===== config.mk =====
export PLATFORM = sky130hd
export DESIGN_NAME = seq101_frame_tx_flat
export DESIGN_NICKNAME = d
export VERILOG_FILES = /design/src/rtl/seq101_pkg.sv /design/src/rtl/seq101_frame_tx_if.sv /design/src/rtl/seq101_frame_tx.sv /design/src/flat_wrapper.sv
export SDC_FILE = /design/constraint.sdc
export NUM_CORES = 1
export LEC_CHECK = 0
export CELL_PAD_IN_SITES_DETAIL_PLACEMENT = 1
export CELL_PAD_IN_SITES_GLOBAL_PLACEMENT = 1
export CORE_MARGIN = 4
export CORE_UTILIZATION = 30
export CTS_CLUSTER_SIZE = 28
export DETAILED_ROUTE_END_ITERATION = 8
export DONT_BUFFER_PORTS = 1
export HOLD_SLACK_MARGIN = 0.15
export PLACE_DENSITY = 0.53
export SYNTH_ARGS = -nofsm -noshare
export SYNTH_HDL_FRONTEND = slang
export SYNTH_SLANG_ARGS = --single-unit
export TNS_END_PERCENT = 1

===== constraint.sdc =====
create_clock -name clk -period 4.9 [get_ports clk]
set_input_delay 0.735 -clock clk [delete_from_list [all_inputs] [get_ports clk]]
set_output_delay 0.735 -clock clk [all_outputs]
set_load 0.01 [all_outputs]

===== src/rtl/seq101_pkg.sv =====
// Shared definitions for the "101" sync link (transmitter and receiver-side detector).
package seq101_pkg;

    // Transmitter line states; each state names what is on the line this cycle.
    typedef enum logic [2:0] {
        ST_IDLE,
        ST_PRE0,
        ST_PRE1,
        ST_PRE2,
        ST_DATA,
        ST_STUFF,
        ST_GAP
    } state_e;

    localparam logic [2:0]  SYNC_PATTERN = 3'b101;
    localparam int unsigned MIN_GAP      = 2;

endpackage


===== src/rtl/seq101_frame_tx_if.sv =====
// Parallel payload handshake into the frame transmitter.
interface seq101_frame_tx_if #(
    parameter int unsigned W = 8
) ();
    logic [W-1:0] in_data;
    logic         in_valid;
    logic         in_ready;

    modport master (
        output in_data,
        output in_valid,
        input  in_ready
    );

    modport slave (
        input  in_data,
        input  in_valid,
        output in_ready
    );
endinterface


===== src/rtl/seq101_frame_tx.sv =====
// Serial frame transmitter: "101" preamble, zero-stuffed MSB-first payload, idle gap.
// Stuffing after every in-payload "10" plus the gap keeps "101" unique to the preamble.
module seq101_frame_tx
    import seq101_pkg::*;
#(
    parameter int unsigned W   = 8,
    parameter int unsigned GAP = 2
) (
    input  logic             clk,
    input  logic             rst,
    seq101_frame_tx_if.slave bus,
    output logic             out,
    output logic             out_frame,
    output logic             frame_done
);

    localparam int unsigned IDX_W = $clog2(W + 1);
    localparam int unsigned GAP_W = $clog2(GAP + 1);
    localparam logic [IDX_W-1:0] IDX_LAST = IDX_W'(W);
    localparam logic [GAP_W-1:0] GAP_LAST = GAP_W'(GAP);
    localparam logic [GAP_W-1:0] GAP_ONE  = GAP_W'(1);

    // A shorter gap would let a trailing "10" plus the next preamble form a false "101".
    if (GAP < MIN_GAP) begin : g_gap_check
        $error("seq101_frame_tx: GAP must be at least %0d", MIN_GAP);
    end

    state_e           r_state;
    logic [W-1:0]     r_shreg;
    logic [1:0]       r_hist;
    logic [IDX_W-1:0] r_idx;
    logic [GAP_W-1:0] r_gap_cnt;
    logic             r_out;
    logic             r_frame;
    logic             r_done;

    logic             w_accept;
    logic             w_bit;
    logic             w_stuff;
    logic             w_last;

    assign bus.in_ready = (r_state == ST_IDLE) & ~rst;
    assign w_accept     = bus.in_valid & bus.in_ready;
    assign w_bit        = r_shreg[W-1];
    // r_hist/r_idx already include the bit currently on the line.
    assign w_stuff      = (r_state == ST_DATA) && (r_hist == 2'b10) && (r_idx < IDX_LAST);
    assign w_last       = (r_state == ST_DATA) && (r_idx == IDX_LAST);

    assign out        = r_out;
    assign out_frame  = r_frame;
    assign frame_done = r_done;

    // Frame FSM: state and registered line outputs are updated together for the next cycle.
    always_ff @(posedge clk) begin
        if (rst) begin
            r_state   <= ST_IDLE;
            r_shreg   <= '0;
            r_hist    <= 2'b00;
            r_idx     <= '0;
            r_gap_cnt <= '0;
            r_out     <= 1'b0;
            r_frame   <= 1'b0;
            r_done    <= 1'b0;
        end else begin
            r_done <= 1'b0;
            case (r_state)
                ST_IDLE: begin
                    if (w_accept) begin
                        r_shreg <= bus.in_data;
                        r_idx   <= '0;
                        r_state <= ST_PRE0;
                        r_out   <= 1'b1;
                        r_frame <= 1'b1;
                    end
                end
                ST_PRE0: begin
                    r_state <= ST_PRE1;
                    r_out   <= 1'b0;
                end
                ST_PRE1: begin
                    r_state <= ST_PRE2;
                    r_out   <= 1'b1;
                    // Preamble tail "01" seeds the history so a leading 0 payload bit stuffs.
                    r_hist  <= 2'b01;
                end
                ST_PRE2, ST_STUFF, ST_DATA: begin
                    if (w_stuff) begin
                        r_state <= ST_STUFF;
                        r_out   <= 1'b0;
                        r_hist  <= 2'b00;
                    end else if (w_last) begin
                        // A final "10" is not stuffed; the gap zeros break it instead.
                        r_state   <= ST_GAP;
                        r_out     <= 1'b0;
                        r_frame   <= 1'b0;
                        r_done    <= 1'b1;
                        r_gap_cnt <= GAP_ONE;
                    end else begin
                        r_state <= ST_DATA;
                        r_out   <= w_bit;
                        r_hist  <= {r_hist[0], w_bit};
                        r_shreg <= r_shreg << 1;
                        r_idx   <= r_idx + 1'b1;
                    end
                end
                ST_GAP: begin
                    if (r_gap_cnt == GAP_LAST) begin
                        r_state <= ST_IDLE;
                    end else begin
                        r_gap_cnt <= r_gap_cnt + 1'b1;
                    end
                end
                default: begin
                    r_state <= ST_IDLE;
                    r_out   <= 1'b0;
                    r_frame <= 1'b0;
                end
            endcase
        end
    end

endmodule


===== src/flat_wrapper.sv =====
// flat-port wrapper written by rule: the top's interface ports become plain ports
module seq101_frame_tx_flat import seq101_pkg::*;
#(
    parameter int unsigned W   = 8,
    parameter int unsigned GAP = 2
)
  (clk, rst, out, out_frame, frame_done, bus_in_data, bus_in_valid, bus_in_ready);
  seq101_frame_tx_if #(.W(W)) bus_i ();
  input  logic clk;
  input  logic rst;
  output logic out;
  output logic out_frame;
  output logic frame_done;
  input wire logic [$bits(bus_i.in_data)-1:0] bus_in_data;
  input wire logic [$bits(bus_i.in_valid)-1:0] bus_in_valid;
  output wire logic [$bits(bus_i.in_ready)-1:0] bus_in_ready;
  assign bus_i.in_data = bus_in_data;
  assign bus_i.in_valid = bus_in_valid;
  assign bus_in_ready = bus_i.in_ready;
  seq101_frame_tx #(.W(W), .GAP(GAP)) u_core (.clk(clk), .rst(rst), .bus(bus_i), .out(out), .out_frame(out_frame), .frame_done(frame_done));
endmodule

==> results of run 1 <==
layout by cell type (no fill, tap or decap), types with 2 or more instances in the layout:
cell type / instances
a211oi_1: 4
a21oi_1: 16
a311oi_1: 8
a31oi_1: 3
clkbuf_8: 4
dfxtp_1: 22
ha_1: 3
inv_1: 6
mux2i_1: 7
nand2_1: 7
nand2b_1: 3
nand3_1: 6
nor2_1: 8
nor2b_1: 3
nor3_1: 2
o21ai_0: 6
or3_1: 2
stage by stage:
step	util, %	setup WS [ns]	hold slack [ns]	instances
floorplan	-	2.61	0.441	140
detailed placement	32.1	2.54	0.458	177
global placement	32.1	2.66	0.453	177
finish	33.6	2.52	0.467	181
global route	33.6	2.24	0.506	181
CTS	33.6	2.52	0.472	181
per-layer routing:
| layer | vias up | share of wire (%) | wire, um | GRT usage, % |
|---|---|---|---|---|
| li1 | 502 | - | - | - |
| met2 | 16 | 47 | 1280 | 19.1 |
| met4 | 0 | 0.62 | 17 | 2.51 |
| met5 | - | 0 | 0 | 0 |
| met3 | 2 | 5.2 | 143 | 4.26 |
| met1 | 483 | 48 | 1310 | 15.3 |
final timing paths:
check / to / start / cells after the start / slack, ns
min: u_core.r_hist[1] / u_core.r_hist[1] / 2 / 0.47
max reg2reg: u_core.r_idx[2] / u_core.r_state[1] / 5 / 2.52
min reg2reg: u_core.r_hist[1] / u_core.r_hist[1] / 2 / 0.47
max: u_core.r_idx[2] / u_core.r_state[1] / 5 / 2.52
worst min-delay path, cell delays in order (launching register included):
cell and delay, ns:
dfxtp_1 0.31, nand2b_1 0.06, a21oi_1 0.06
state kept, by name, summed over array words and instances (netlist names):
| name | flops |
|---|---|
| u_core.frame_done | 1 |
| u_core.r_idx | 4 |
| u_core.r_shreg | 8 |
| u_core.r_gap_cnt | 2 |
| u_core.out_frame | 1 |
| u_core.r_state | 3 |
| u_core.r_hist | 2 |
| u_core.out | 1 |
power by group:
| part | internal [mW] | switching, mW |
|---|---|---|
| clock | 0.0716 | 0.0606 |
| combinational | 0.0718 | 0.0755 |
| sequential | 0.211 | 0.0433 |
| total | 0.354 | 0.179 |
cell type report:
type,count,area [um^2]
multi-input cells,100,672
fillers,468,2490
repair buffers,1,7.51
well taps,48,60.1
flip-flops and latches,22,440
clock buffers,4,55.1
inverters,6,22.5
cells by family after synthesis:
family	Yosys count
flip-flops	22
AO/OA/AOI/OAI	45
buffers and inverters	18
AND/OR/NAND/NOR	42
adder cells (fa/ha/maj)	3
multiplexers	8
XOR/XNOR	2
==> impl_metrics.json, run 1 <==
{
  "setup_viol": 0,
  "cts_tree": "yes",
  "cp_top_family": "simple AND/OR/NAND/NOR gates",
  "yosys-top-cells-area": "dfxtp_1 (37%), a21oi_1 (6.7%), a311oi_1 (5.9%)",
  "yosysMostFrequentCell": "dfxtp_1",
  "yosys.area_share.simple_pct": 20.4,
  "drc_errors": 0,
  "crit_slowest_cell": "nor4bb_1",
  "finClkSkew_ns": 0.00135,
  "htreeDepth": 1,
  "relSlewSlack_pct": 32.0,
  "antenna_cells": 0,
  "tightest_slew_ns": 1.01,
  "synth_top_family_by_area": "compound AO/OA/AOI/OAI gates",
  "hold_path_class": "register to register",
  "total_leakage_power_nw": 0.464,
  "yosysWarningCount": 0,
  "path_buf_inv": 1,
  "drt_first_pass_iters": 2,
  "async_flop_share_pct": 0,
  "outcome": "finished clean",
  "synth_edf_count": 0,
  "start_util_pct": 31.8,
  "dieArea_um2": 5040,
  "period_share_pct": 48.7,
  "viasPerCell": 5.54,
  "die_y_um": 71.0,
  "timing_hold_violations_final": 0,
  "yosysSeqAreaShare_pct": 37.0,
  "cpPeakStageDelay_ns": 0.93,
  "min_period_ns": 2.38,
  "ys.flop_type": "dfxtp_1",
  "grt_antenna_before_repair": 0,
  "die_x_um": 71.0,
  "synth_area_um2": 1190,
  "drt_iter0_drc": 52,
  "core_um2": 3740,
  "critPathCaptureType": "register",
  "cp_max_fo": 19,
  "final_area_um2": 1260,
  "p_per_area_nw_per_um2": 424,
  "synth_compound_area_share_pct": 24.6,
  "cts_hold_buf": 0,
  "synthAdderAreaFrac_pct": 3.15,
  "num_rows": 22,
  "yosysTopAreaCell": "dfxtp_1",
  "tns_ns": 0,
  "cts_resized": 0,
  "portBuffers": 0,
  "synth_xor_area_share_pct": 1.47,
  "routedWlPerCell_um": 15.2,
  "nets": 148,
  "via_count": 1003,
  "ys_seq_elements": 22,
  "cp_data_arrival_time_ns": 2.54,
  "syn_inst": 140,
  "synthTopCellsByCount": "dfxtp_1 (22), a21oi_1 (16), a311oi_1 (8), nor2_1 (8)",
  "ir_drop_mv": 0.255,
  "synth_top_area_share_pct": 37.0,
  "grt_max_degree": 26,
  "netlist-cell-type-count": 42,
  "cts_made_buffers": 3,
  "wirelength_um": 2750,
  "io_pins": 15,
  "place.gp.congestion": 0.714,
  "clk_pin_slew_worst_paths_ns": 0.08,
  "cts_setup_buffers": 0,
  "grt_pass1_wl_um": 4930,
  "maxCapViolCount": 0,
  "report.power.total_mw": 0.533,
  "syn_nets": 154,
  "area_growth_pct": 5.57,
  "gr-total-overflow": 0,
  "max_freq_ghz": 0.419,
  "drive_gt1_share_pct": 6.77,
  "syn_area_per_cell_um2": 8.51,
  "max-clock-path-buffers": 2,
  "slew_violations": 0,
  "critPathLaunchType": "register",
  "clkSinkCount": 22,
  "cts-root-buf": "clkbuf_8",
  "criticalPathCategory": "register to register",
  "place_area_um2": 1200,
  "grt.total_usage_pct": 11.9,
  "crit_required_ns": 5.06,
  "grt_pass1_vias": 1016,
  "rsz0062_at_grt": "no",
  "dpl.hpwl_um": 1930,
  "crit_chain": "nor4bb_1 > a22oi_1 > buf_4 > nand3_1 > mux2_2",
  "muxShareOfSynthArea_pct": 6.83,
  "ant_nets": 0,
  "clk_latency_ns": 0.26
}
No activity file was read; power rests on OpenSTA's default activity.
==> inputs of run 2 (changes only) <==
- clock period: 4.9 -> 2.2 ns (I/O delays scaled with it)
==> run 2 against run 1 <==
Sequential power rose by 110%. Non-clock buffer count rose by 7. Worst hold slack got worse by 0.27 ns. Via count rose by 2.1%. Sequential cell count did not move. Global-route usage rose by 0.18 points. Count of clock-buffer cells in the layout did not move. Sequential share of layout area fell by 1.5 points. Final cell count rose by 3.9%. Largest power group unchanged.
==> impl_metrics.json, run 2 (synthesis gave the netlist of run 1 again) <==
{
  "via_count": 1024,
  "criticalPathCategory": "register to register",
  "mostFrequentLayoutCell": "dfxtp_1",
  "grt_antenna_before_repair": 0,
  "hold_path_class": "primary input to register",
  "drc_errors": 0,
  "period_share_pct": 88.8,
  "num_rows": 22,
  "portBuffers": 0,
  "cts_tree": "yes",
  "clkPwrFrac_pct": 24.0,
  "gr-total-overflow": 0,
  "crit_slowest_cell": "or4b_4",
  "cp_max_fo": 9,
  "tightest_slew_ns": 0.839,
  "crit_chain": "or4b_4 > and3_4 > or4_1 > a211oi_1",
  "die_x_um": 71.0,
  "cts_setup_buffers": 0,
  "intPower_mw": 0.817,
  "finClkSkew_ns": 0.00228,
  "cts_resized": 0,
  "clk_pin_slew_worst_paths_ns": 0.08,
  "top_register": "u_core.r_shreg",
  "antenna_cells": 0,
  "rsz0062_at_grt": "no",
  "core_um2": 3740,
  "slew_violations": 0,
  "final_util_pct": 35.1,
  "total_leakage_power_nw": 0.499,
  "max_freq_ghz": 0.512,
  "dieArea_um2": 5040,
  "wirelength_um": 2950,
  "timing_hold_violations_final": 0,
  "max-clock-path-buffers": 2,
  "drt_first_pass_iters": 4,
  "drive_gt1_share_pct": 10.7,
  "clk_latency_ns": 0.27,
  "critPathCaptureType": "register",
  "nFillCells": 461,
  "p_per_area_nw_per_um2": 945,
  "p_switching_mw": 0.424,
  "grt_pass1_vias": 1050,
  "ant_nets": 0,
  "drt_iter0_drc": 68,
  "clkSinkCount": 22,
  "grt.total_usage_pct": 12.0,
  "critPathLaunchType": "register",
  "area_growth_pct": 10.2,
  "io_pins": 15,
  "htreeDepth": 1,
  "setup_viol": 0,
  "ir_drop_mv": 0.283,
  "cts_made_buffers": 3,
  "dpl.hpwl_um": 2100,
  "relSlewSlack_pct": 43.9,
  "reg_top3": "u_core.r_shreg (8), u_core.r_idx (4), u_core.r_state (3)",
  "p_sw_share_pct": 34.2,
  "p_comb_share_pct": 32.7,
  "cts_hold_buf": 1,
  "crit_required_ns": 2.38,
  "maxCapViolCount": 0,
  "tns_ns": 0,
  "cpPeakStageDelay_ns": 0.57,
  "min_period_ns": 1.95,
  "r2r_slack_ns": 0.25,
  "start_util_pct": 31.8,
  "cts-root-buf": "clkbuf_8",
  "routedWlPerCell_um": 15.7,
  "outcome": "finished clean",
  "die_y_um": 71.0,
  "cp_data_arrival_time_ns": 2.14,
  "final_cell_mix": "dfxtp_1 (22), a21oi_1 (16), nor2_1 (8), a311oi_1 (8)",
  "viasPerCell": 5.45,
  "place.gp.congestion": 0.747,
  "grt_pass1_wl_um": 4930,
  "grt_max_degree": 21,
  "pwr-share-seq_pct": 43.4,
  "nets": 155,
  "largest_reg_flops": 8
}
run 2: changes by cell type in the layout (fill, tap and decap cells not counted), sizes merged:
cell	before	now
buf	1	7
dlygate4sd3	0	1
run 2: area by class of cell:
cell class / count / area, um^2 / area share [%]
Multi-Input combinational cell: 100 / 672 / 51.2
Sequential cell: 22 / 440 / 33.6
Clock buffer: 4 / 55.1 / 4.19
Timing Repair Buffer: 8 / 62.6 / 4.77
Inverter: 6 / 22.5 / 1.72
Tap cell: 48 / 60.1 / 4.58
run 2: power by group through the flow:
stage / combinational [mW] / sequential [mW] / clock, mW
3_3_place_gp: 0.387 / 0.543 / 0
2_1_floorplan: 0.345 / 0.514 / 0
3_5_place_dp: 0.402 / 0.547 / 0
6_report: 0.405 / 0.538 / 0.298
4_1_cts: 0.412 / 0.538 / 0.312
5_1_grt: 0.459 / 0.550 / 0.328
run 2: stage by stage:
stage | hold slack (ns) | instances | setup slack, ns | power [mW] | cell area (um^2)
floorplan | 0.441 | 140 | 0.319 | 0.859 | 1190
global placement | 0.405 | 183 | 0.318 | 0.931 | 1250
detailed placement | 0.407 | 183 | 0.274 | 0.949 | 1250
CTS | 0.190 | 188 | 0.245 | 1.26 | 1310
global route | 0.183 | 188 | 0.159 | 1.34 | 1310
finish | 0.198 | 188 | 0.247 | 1.24 | 1310
run 2: final timing paths:
check / from / endpoint / cells past startpoint
setup reg to reg: u_core.r_state[0] / u_core.r_idx[3] / 4
hold / removal: bus_in_data[0] / u_core.r_shreg[0] / 2
hold reg to reg: u_core.r_hist[1] / u_core.r_hist[1] / 2
setup / recovery: u_core.r_state[0] / u_core.r_idx[3] / 4
run 2: critical path: cells and delay by family (launching register included):
kind | cells | cell delay [ns]
AOI/OAI and AO/OA | 1 | 0.23
DFF | 1 | 0.39
and+or+nand+nor | 3 | 1.24
run 2: layer usage:
layer  global-route usage (%)  share of wire (%)  wire [um]
met1                     16.0                 50       1490
met3                     2.41                2.8         83
met4                     3.76               0.75         22
met2                     19.6                 46       1360
met5                        0                  0          0
